**config.mk**
```make
export PLATFORM = sky130hd
export DESIGN_NAME = execute_divide
export DESIGN_NICKNAME = d
export VERILOG_FILES = /design/src/rtl/execute_divide_pkg.sv /design/src/rtl/execute_divide_step.sv /design/src/rtl/execute_divide.sv
export SDC_FILE = /design/constraint.sdc
export NUM_CORES = 1
export LEC_CHECK = 0
export ABC_AREA = 1
export BUFFER_PORTS_ARGS = -buffer_cell sky130_fd_sc_hd__buf_2
export CORE_MARGIN = 8
export CORE_UTILIZATION = 65
export DETAILED_ROUTE_END_ITERATION = 10
export GPL_ROUTABILITY_DRIVEN = 0
export PLACE_DENSITY_LB_ADDON = 0.12
export SYNTH_ARGS = -nofsm -noshare
export SYNTH_HDL_FRONTEND = slang
export SYNTH_SLANG_ARGS = --single-unit
export TNS_END_PERCENT = 10
```
**constraint.sdc**
```tcl
create_clock -name clk -period 5.18 [get_ports clk]
set_input_delay 1.036 -clock clk [delete_from_list [all_inputs] [get_ports clk]]
set_output_delay 1.036 -clock clk [all_outputs]
set_load 0.005 [all_outputs]
```
**src/rtl/execute_divide_pkg.sv**
```systemverilog
// Shared constants, state encoding and helpers for the
// iterative execute-stage divider.
package execute_divide_pkg;

   localparam int REGSZ = 32;
   localparam int CNTW  = 6;

   localparam logic [REGSZ-1:0] REG_ZERO = '0;
   localparam logic [REGSZ-1:0] REG_ONES = '1;
   localparam logic [REGSZ-1:0] REG_MINV = {1'b1, {(REGSZ-1){1'b0}}};

   typedef enum logic [1:0] {
      S_IDLE = 2'd0,
      S_RUN  = 2'd1,
      S_FIX  = 2'd2,
      S_DONE = 2'd3
   } div_state_e;

   // Magnitude of an operand; the most negative value maps onto
   // itself, which is the correct unsigned magnitude.
   function automatic logic [REGSZ-1:0] mag(
      input logic [REGSZ-1:0] x,
      input logic             sgn
   );
      return (sgn && x[REGSZ-1]) ? (REG_ZERO - x) : x;
   endfunction

endpackage

```
**src/rtl/execute_divide_step.sv**
```systemverilog
// One restoring-division step: shift in a dividend bit,
// trial-subtract the divisor, restore on borrow.
module divide_step
   import execute_divide_pkg::*;
(
   input  logic [REGSZ-1:0] rem_i,
   input  logic             msb_i,
   input  logic [REGSZ-1:0] dvs_i,
   output logic [REGSZ-1:0] rem_o,
   output logic             qbit_o
);

   logic [REGSZ:0] shifted;
   logic [REGSZ:0] diff;
   logic           unused_diff_top;

   // Remainder stays below the divisor, so REGSZ+1 bits hold the
   // shifted value and either result fits back in REGSZ bits.
   always_comb begin
      shifted = {rem_i, msb_i};
      diff    = shifted - {1'b0, dvs_i};
      qbit_o  = (shifted >= {1'b0, dvs_i});
      rem_o   = qbit_o ? diff[REGSZ-1:0] : shifted[REGSZ-1:0];
   end

   assign unused_diff_top = diff[REGSZ];

endmodule

```
**src/rtl/execute_divide.sv**
```systemverilog
// Iterative restoring divider for divw/divwu, one quotient
// bit per cycle, valid/ready on both sides with flush.
module execute_divide
   import execute_divide_pkg::*;
(
   input  logic             clk,
   input  logic             reset,
   input  logic             in_valid,
   output logic             in_ready,
   input  logic [REGSZ-1:0] in_a,
   input  logic [REGSZ-1:0] in_b,
   input  logic             in_signed,
   input  logic             flush,
   output logic             out_valid,
   input  logic             out_ready,
   output logic [REGSZ-1:0] out_result,
   output logic             out_ov
);

   div_state_e       state_q, state_d;
   logic [CNTW-1:0]  cnt_q, cnt_d;
   logic [REGSZ-1:0] rem_q, rem_d;
   logic [REGSZ-1:0] dvd_q, dvd_d;
   logic [REGSZ-1:0] dvs_q, dvs_d;
   logic [REGSZ-1:0] res_q, res_d;
   logic             qneg_q, qneg_d;
   logic             ov_q, ov_d;

   logic [REGSZ-1:0] step_rem;
   logic             step_qbit;
   logic             special;

   divide_step u_step (
      .rem_i  (rem_q),
      .msb_i  (dvd_q[REGSZ-1]),
      .dvs_i  (dvs_q),
      .rem_o  (step_rem),
      .qbit_o (step_qbit)
   );

   assign special = (in_b == REG_ZERO) ||
                    (in_signed && in_a == REG_MINV &&
                     in_b == REG_ONES);

   assign in_ready   = (state_q == S_IDLE);
   assign out_valid  = (state_q == S_DONE);
   assign out_result = res_q;
   assign out_ov     = ov_q;

   // State and datapath registers, synchronous reset.
   always_ff @(posedge clk) begin
      if (reset) begin
         state_q <= S_IDLE;
         cnt_q   <= '0;
         rem_q   <= '0;
         dvd_q   <= '0;
         dvs_q   <= '0;
         res_q   <= '0;
         qneg_q  <= 1'b0;
         ov_q    <= 1'b0;
      end else begin
         state_q <= state_d;
         cnt_q   <= cnt_d;
         rem_q   <= rem_d;
         dvd_q   <= dvd_d;
         dvs_q   <= dvs_d;
         res_q   <= res_d;
         qneg_q  <= qneg_d;
         ov_q    <= ov_d;
      end
   end

   // Next state: accept, iterate, sign-fix, hold until taken.
   always_comb begin
      state_d = state_q;
      cnt_d   = cnt_q;
      rem_d   = rem_q;
      dvd_d   = dvd_q;
      dvs_d   = dvs_q;
      res_d   = res_q;
      qneg_d  = qneg_q;
      ov_d    = ov_q;
      unique case (state_q)
         S_IDLE: begin
            if (in_valid && !flush) begin
               dvd_d  = mag(in_a, in_signed);
               dvs_d  = mag(in_b, in_signed);
               qneg_d = in_signed &
                        (in_a[REGSZ-1] ^ in_b[REGSZ-1]);
               rem_d  = '0;
               cnt_d  = CNTW'(REGSZ-1);
               if (special) begin
                  res_d   = '0;
                  ov_d    = 1'b1;
                  state_d = S_DONE;
               end else begin
                  state_d = S_RUN;
               end
            end
         end
         S_RUN: begin
            rem_d = step_rem;
            dvd_d = {dvd_q[REGSZ-2:0], step_qbit};
            if (cnt_q == '0) begin
               state_d = S_FIX;
            end else begin
               cnt_d = cnt_q - 1'b1;
            end
         end
         S_FIX: begin
            res_d   = qneg_q ? (REG_ZERO - dvd_q) : dvd_q;
            ov_d    = 1'b0;
            state_d = S_DONE;
         end
         S_DONE: begin
            if (out_ready) begin
               state_d = S_IDLE;
            end
         end
         default: state_d = S_IDLE;
      endcase
      if (flush) begin
         state_d = S_IDLE;
      end
   end

endmodule
```
======== After elaboration in Yosys (flattened, before gate mapping) ========
Index checks and enable logic that the tools add are counted.
storage, ports and cells
  register bits ........................... 138
  bits of input ports ..................... 70
  output and inout bits ................... 35
  logic and storage cells ................. 66
operators by class
  add/sub/neg operators ................... 5
  $lt $le $gt $ge ......................... 1
  eq/ne operators ......................... 10
  mux-type cells .......................... 22
  bitwise gates (word level) .............. 2
  reductions and logical operators ........ 18
operator list
  cell                                                    number
  2-to-1 mux 32 bit                                       8
  one-hot mux 32 bit (2 select lines)                     3
  subtractor 1 x 32 -> 32 bit (first input constant)      3
  == test 32 bit (second input constant)                  2
  greater-or-equal comparator 33 x 32 -> 1 bit            1
  logical NOT 32 bit                                      1
  subtractor 32 bit                                       1
  2-to-1 mux 6 bit                                        2
  one-hot mux 6 bit (2 select lines)                      1
  AND reduction 3 bit                                     3
  2-to-1 mux 2 bit                                        4
  one-hot mux 2 bit (4 select lines)                      1
  logical NOT 6 bit                                       1
  inequality test 2 x 1 -> 1 bit (second input constant)  3
  subtractor 6 x 1 -> 6 bit (second input constant)       1
  logical AND 1 bit                                       5
  == test 2 bit (second input constant)                   2
  inequality test 2 bit (second input constant)           2
  AND reduction 2 bit                                     2
  nonzero test 2 bit                                      2
  == test 2 x 1 -> 1 bit (second input constant)          1
  logical NOT 2 bit                                       1
  2-to-1 mux 1 bit                                        2
  one-hot mux 1 bit (2 select lines)                      1
  other kinds (5)                                         5

======== Logic depth before layout (Yosys ltp) ========
  word-level depth ........................ 7
  mapped depth ............................ 16
  depth with buffers taken out ............ 16

======== By module ========
A second synthesis with hierarchy kept.
unflattened totals
  cell total of the unflattened synthesis .. 1957
  area, all modules ....................... 11478.5 um^2
by module, submodules not included
  module          times used  cells each  area an instance (um^2)  sequential area each (um^2)
  execute_divide  1           1303        8257.9                   2762.6
  divide_step     1           654         3220.6                   0.0

======== Worst setup path after synthesis ========
OpenSTA, ideal clock, no wires.
  kind .................................... input port to flip-flop
  start point ............................. in in_b[0]
  end point ............................... reg res_q[1], in the netlist out_result[1]
  library setup time ...................... 0.066 ns
  arrival ................................. 2.408 ns
  data required time ...................... 5.114 ns
  path slack .............................. 2.706 ns
  stages .................................. 13
  path buffers ............................ 1
  cells stage by stage .................... inv_1 ha_1 nand3_4 nor2_2 nand2_1 inv_1 nand4_2 nand3_4 nand2_4 nor2_8 buf_12 nand2_2 a21oi_2
between the ends
  cells in the longest elaborated chain, start to end .. 5
  elaborated cells between the ends (all ways) .. 6
  classes of those cells .................. 2 x eq/ne; 4 x reduce/logical
ends and longest elaborated chain
  what                                               line                  source
  start, declared                                    execute_divide.sv:11  input logic [REGSZ-1:0] in_b,
  == test 32 bit                                     execute_divide.sv:43  in_b == REG_ONES);
  logical AND 1 bit                                  execute_divide.sv:42  (in_signed && in_a == REG_MINV &&
  logical OR 1 bit *                                 execute_divide.sv:41  assign special = (in_b == REG_ZERO) ||
  inequality test 2 x 1 -> 1 bit (no source line) *  n/a
  AND reduction 3 bit (no source line) *             n/a
  end signal, assigned                               execute_divide.sv:67  res_q <= res_d;
  end, declared                                      execute_divide.sv:25  logic [REGSZ-1:0] res_q, res_d;
Mark *: on every way between the ends. The rest lies on a longest branch, timed or not.
A chain may end at the register's enable or synchronous reset.

======== Worst setup path in the final report ========
  start point ............................. reg dvs_q[22]
  end point ............................... reg rem_q[18]
between the ends
  cells in the longest elaborated chain, start to end .. 3
ends and longest elaborated chain
  what                                          line                       source
  start, declared                               execute_divide.sv:24       logic [REGSZ-1:0] dvs_q, dvs_d;
  start signal, assigned                        execute_divide.sv:66       dvs_q <= dvs_d;
  greater-or-equal comparator 33 x 32 -> 1 bit  execute_divide_step.sv:22  qbit_o = (shifted >= {1'b0, dvs_i});
  2-to-1 mux 32 bit                             execute_divide_step.sv:23  rem_o = qbit_o ? diff[REGSZ-1:0] : shifted[REGSZ-1:0];
  one-hot mux 32 bit (2 select lines)           execute_divide.sv:83       unique case (state_q)
  end signal, assigned                          execute_divide.sv:64       rem_q <= rem_d;
  end, declared                                 execute_divide.sv:22       logic [REGSZ-1:0] rem_q, rem_d;
No other way between the ends.

==> impl_metrics.ini <==
[yosys]
synth_most_common_cell = nand2_1
synth_top_cell_area_share = 0.239
syn_avg_cell_area_um2 = 5.97
synth.area.top_cells = dfxtp_1, nand2_1, inv_1, a21oi_1, nor2_1
synth_nets = 2047
ys_types = 52
synthCells = 1934
syn_area_um2 = 11600
synthFlopType = dfxtp_1
netlist_top_cells_count = nand2_1, inv_1, a21oi_1
synth_top_cell_by_area = dfxtp_1
synth-seq-area-share = 0.239
ys_seq_elements = 138
synth_edf_count = 0
synthArstFlopShare = 0
ys_warn_count = 0

[route]
via_per_inst = 5.59
ant_nets = 0
drc_errors = 0
dr.pass1.iters = 5
wl_per_cell_um = 14.7
vias = 12499
drtIter0Drc = 1380
drt-total-wl_um = 32800

[job]
maxCapViolCount = 0

[grt]
track_usage = 0.290
grt_antenna_before_repair = 1
first_global_vias = 11025
busiest_layer = met1
gr-usage-met3 = 0.0419
grt_max_degree = 62
globalRouteMet2Util = 0.417
grt_pass1_wl_um = 53000
met1_usage = 0.431
grt_overflow = 0

[sta]
whs_ps = 463
drv_slew = 0
fin_crit_ps = 2990
post-route-period-util = 0.577
timing.setup.tns_ps = 0
rsz0062_at_grt = no
setup_violations = 0
timing.fmax_mhz = 335
finalHoldViolCount = 0
fin_skew_ps = 8.65
relSlewSlack = 0.225
worst_pin_slew_ps = 1160

[clock_tree]
clkLatencyLatePin_ps = 430
cts_resized = 0
clockBufferDepth = 2
cts.htree.levels = 4
cts_tree = yes
clk_pin_slew_ps = 60
cts_setup_buffers = 0
ctsHoldBuffers = 0
cts.sink_count = 138
root_buffer = clkbuf_16
cts_buffers = 17

[setup_path]
cp.arrival_ps = 3350
required_ps = 5540
startpoint_type = flip-flop
cp_max_fo = 33
endpoint_kind = flip-flop
crit_type = flip-flop to flip-flop

[placement]
port_buffers = 104
hpwl_um = 24900

[power]
finalPower_mw = 3.29
powerDensity_nw_per_um2 = 261
p_leak_nw = 6.24
ir_worst_vdd_v = 0.000234

[die]
initial_core_util = 0.666
io_pins = 105
rows = 48
die_h_um = 149
die_x_um = 149
core-area_um2 = 17400
dieArea_um2 = 22300

[layout]
diodes = 0
area_delta_synth_final_pct = 9.09
nets = 2111
drive_above_1_share = 0.107

[run_status]
outcome = finished, final reports clean

[min_path]
hp-class = flip-flop to flip-flop
-- path summary, 6_finish.rpt --
path	endpoint	start	slack (ps)	cells after the start
setup / recovery	rem_q[18]	dvs_q[22]	2190	15
hold / removal	out_result[10]	out_result[10]	460	2
setup reg to reg	rem_q[18]	dvs_q[22]	2190	15
hold reg to reg	out_result[10]	out_result[10]	460	2
-- where the power goes --
part / internal, mW / switching (mW)
registers: 1.11 / 0.0487
logic: 0.293 / 0.623
clock network: 0.705 / 0.504
-- stage by stage --
step	cells	setup slack, ps	util	area, um2
after floorplan	1934	2710	-	11600
after global placement	2204	2110	0.693	12000
after detailed placement	2204	2050	0.693	12000
after CTS	2236	2240	0.726	12600
after global routing	2236	1920	0.726	12600
final	2236	2190	0.726	12600
-- final cells by class --
| class | count | area [um2] |
|---|---|---|
| clock buffer | 21 | 470 |
| clock inverter | 11 | 111 |
| fill | 1577 | 4750 |
| inverter | 296 | 1110 |
| multi-input combinational | 1436 | 7300 |
| sequential | 138 | 2760 |
| tap | 225 | 282 |
| timing repair buffer | 109 | 561 |
-- critical path, stage by stage, from the launching register on --
cell and delay (ps):
dfxtp_1 350, inv_1 50, ha_1 330, nand2_1 90, nand2_1 100, nand2_1 100, nand2_1 90, inv_1 70
nand2_1 60, nand2_1 70, nand3_2 80, nor2_4 680, nand2_4 410, nand2_1 180, nand3_1 100, a21oi_1 150
-- per-layer routing --
metal	part of all wire	routed length, um
met4	0.018	585
met3	0.091	2990
met5	0	0
met2	0.41	13300
met1	0.48	15900
-- sequential cells by signal, indices dropped and copies added, names as in the netlist --
signal and cells:
state_q 2, dvd_q 32, dvs_q 32, out_result 32, out_ov 1, qneg_q 1, rem_q 32, cnt_q 6
-- logic make-up (layout without fill, tap and decap cells) --
kind of cell / count (synthesis) / count (layout) / synth area share
buffers and inverters: 360 / 437 / 0.129
AOI/OAI and AO/OA: 316 / 316 / 0.149
DFF: 138 / 138 / 0.239
and+or+nand+nor: 1021 / 1021 / 0.393
xor gates and xnor gates: 56 / 56 / 0.0425
adders and majority gates: 43 / 43 / 0.0472
-- placed cells by master, fill, tap and decap left out, types with 3 or more instances in the layout --
| cell type | synthesis | routed |
|---|---|---|
| a21oi_1 | 187 | 187 |
| a21oi_2 | 9 | 9 |
| a31oi_1 | 4 | 4 |
| and2_1 | 5 | 5 |
| buf_2 | 5 | 103 |
| buf_4 | 5 | 6 |
| clkbuf_16 | 0 | 17 |
| clkbuf_8 | 2 | 3 |
| clkinv_1 | 4 | 4 |
| clkinvlp_4 | 0 | 5 |
| dfxtp_1 | 138 | 138 |
| ha_1 | 42 | 42 |
| inv_1 | 283 | 283 |
| inv_2 | 8 | 8 |
| inv_6 | 0 | 3 |
| nand2_1 | 564 | 564 |
| nand2_2 | 14 | 14 |
| nand2_4 | 3 | 3 |
| nand3_1 | 124 | 124 |
| nand3_2 | 5 | 5 |
| nand3_4 | 4 | 4 |
| nand3b_1 | 39 | 39 |
| nand4_1 | 29 | 29 |
| nor2_1 | 180 | 179 |
| nor2_2 | 14 | 15 |
| nor2_4 | 5 | 5 |
| nor3_1 | 19 | 19 |
| o211ai_1 | 22 | 22 |
| o21ai_0 | 74 | 74 |
| o21ai_1 | 5 | 5 |
| o221ai_1 | 5 | 5 |
| o31ai_1 | 3 | 3 |
| or2_0 | 3 | 3 |
| or2_2 | 4 | 4 |
| xnor2_1 | 20 | 20 |
| xor2_1 | 36 | 36 |
(Power assumes the default switching activity.)
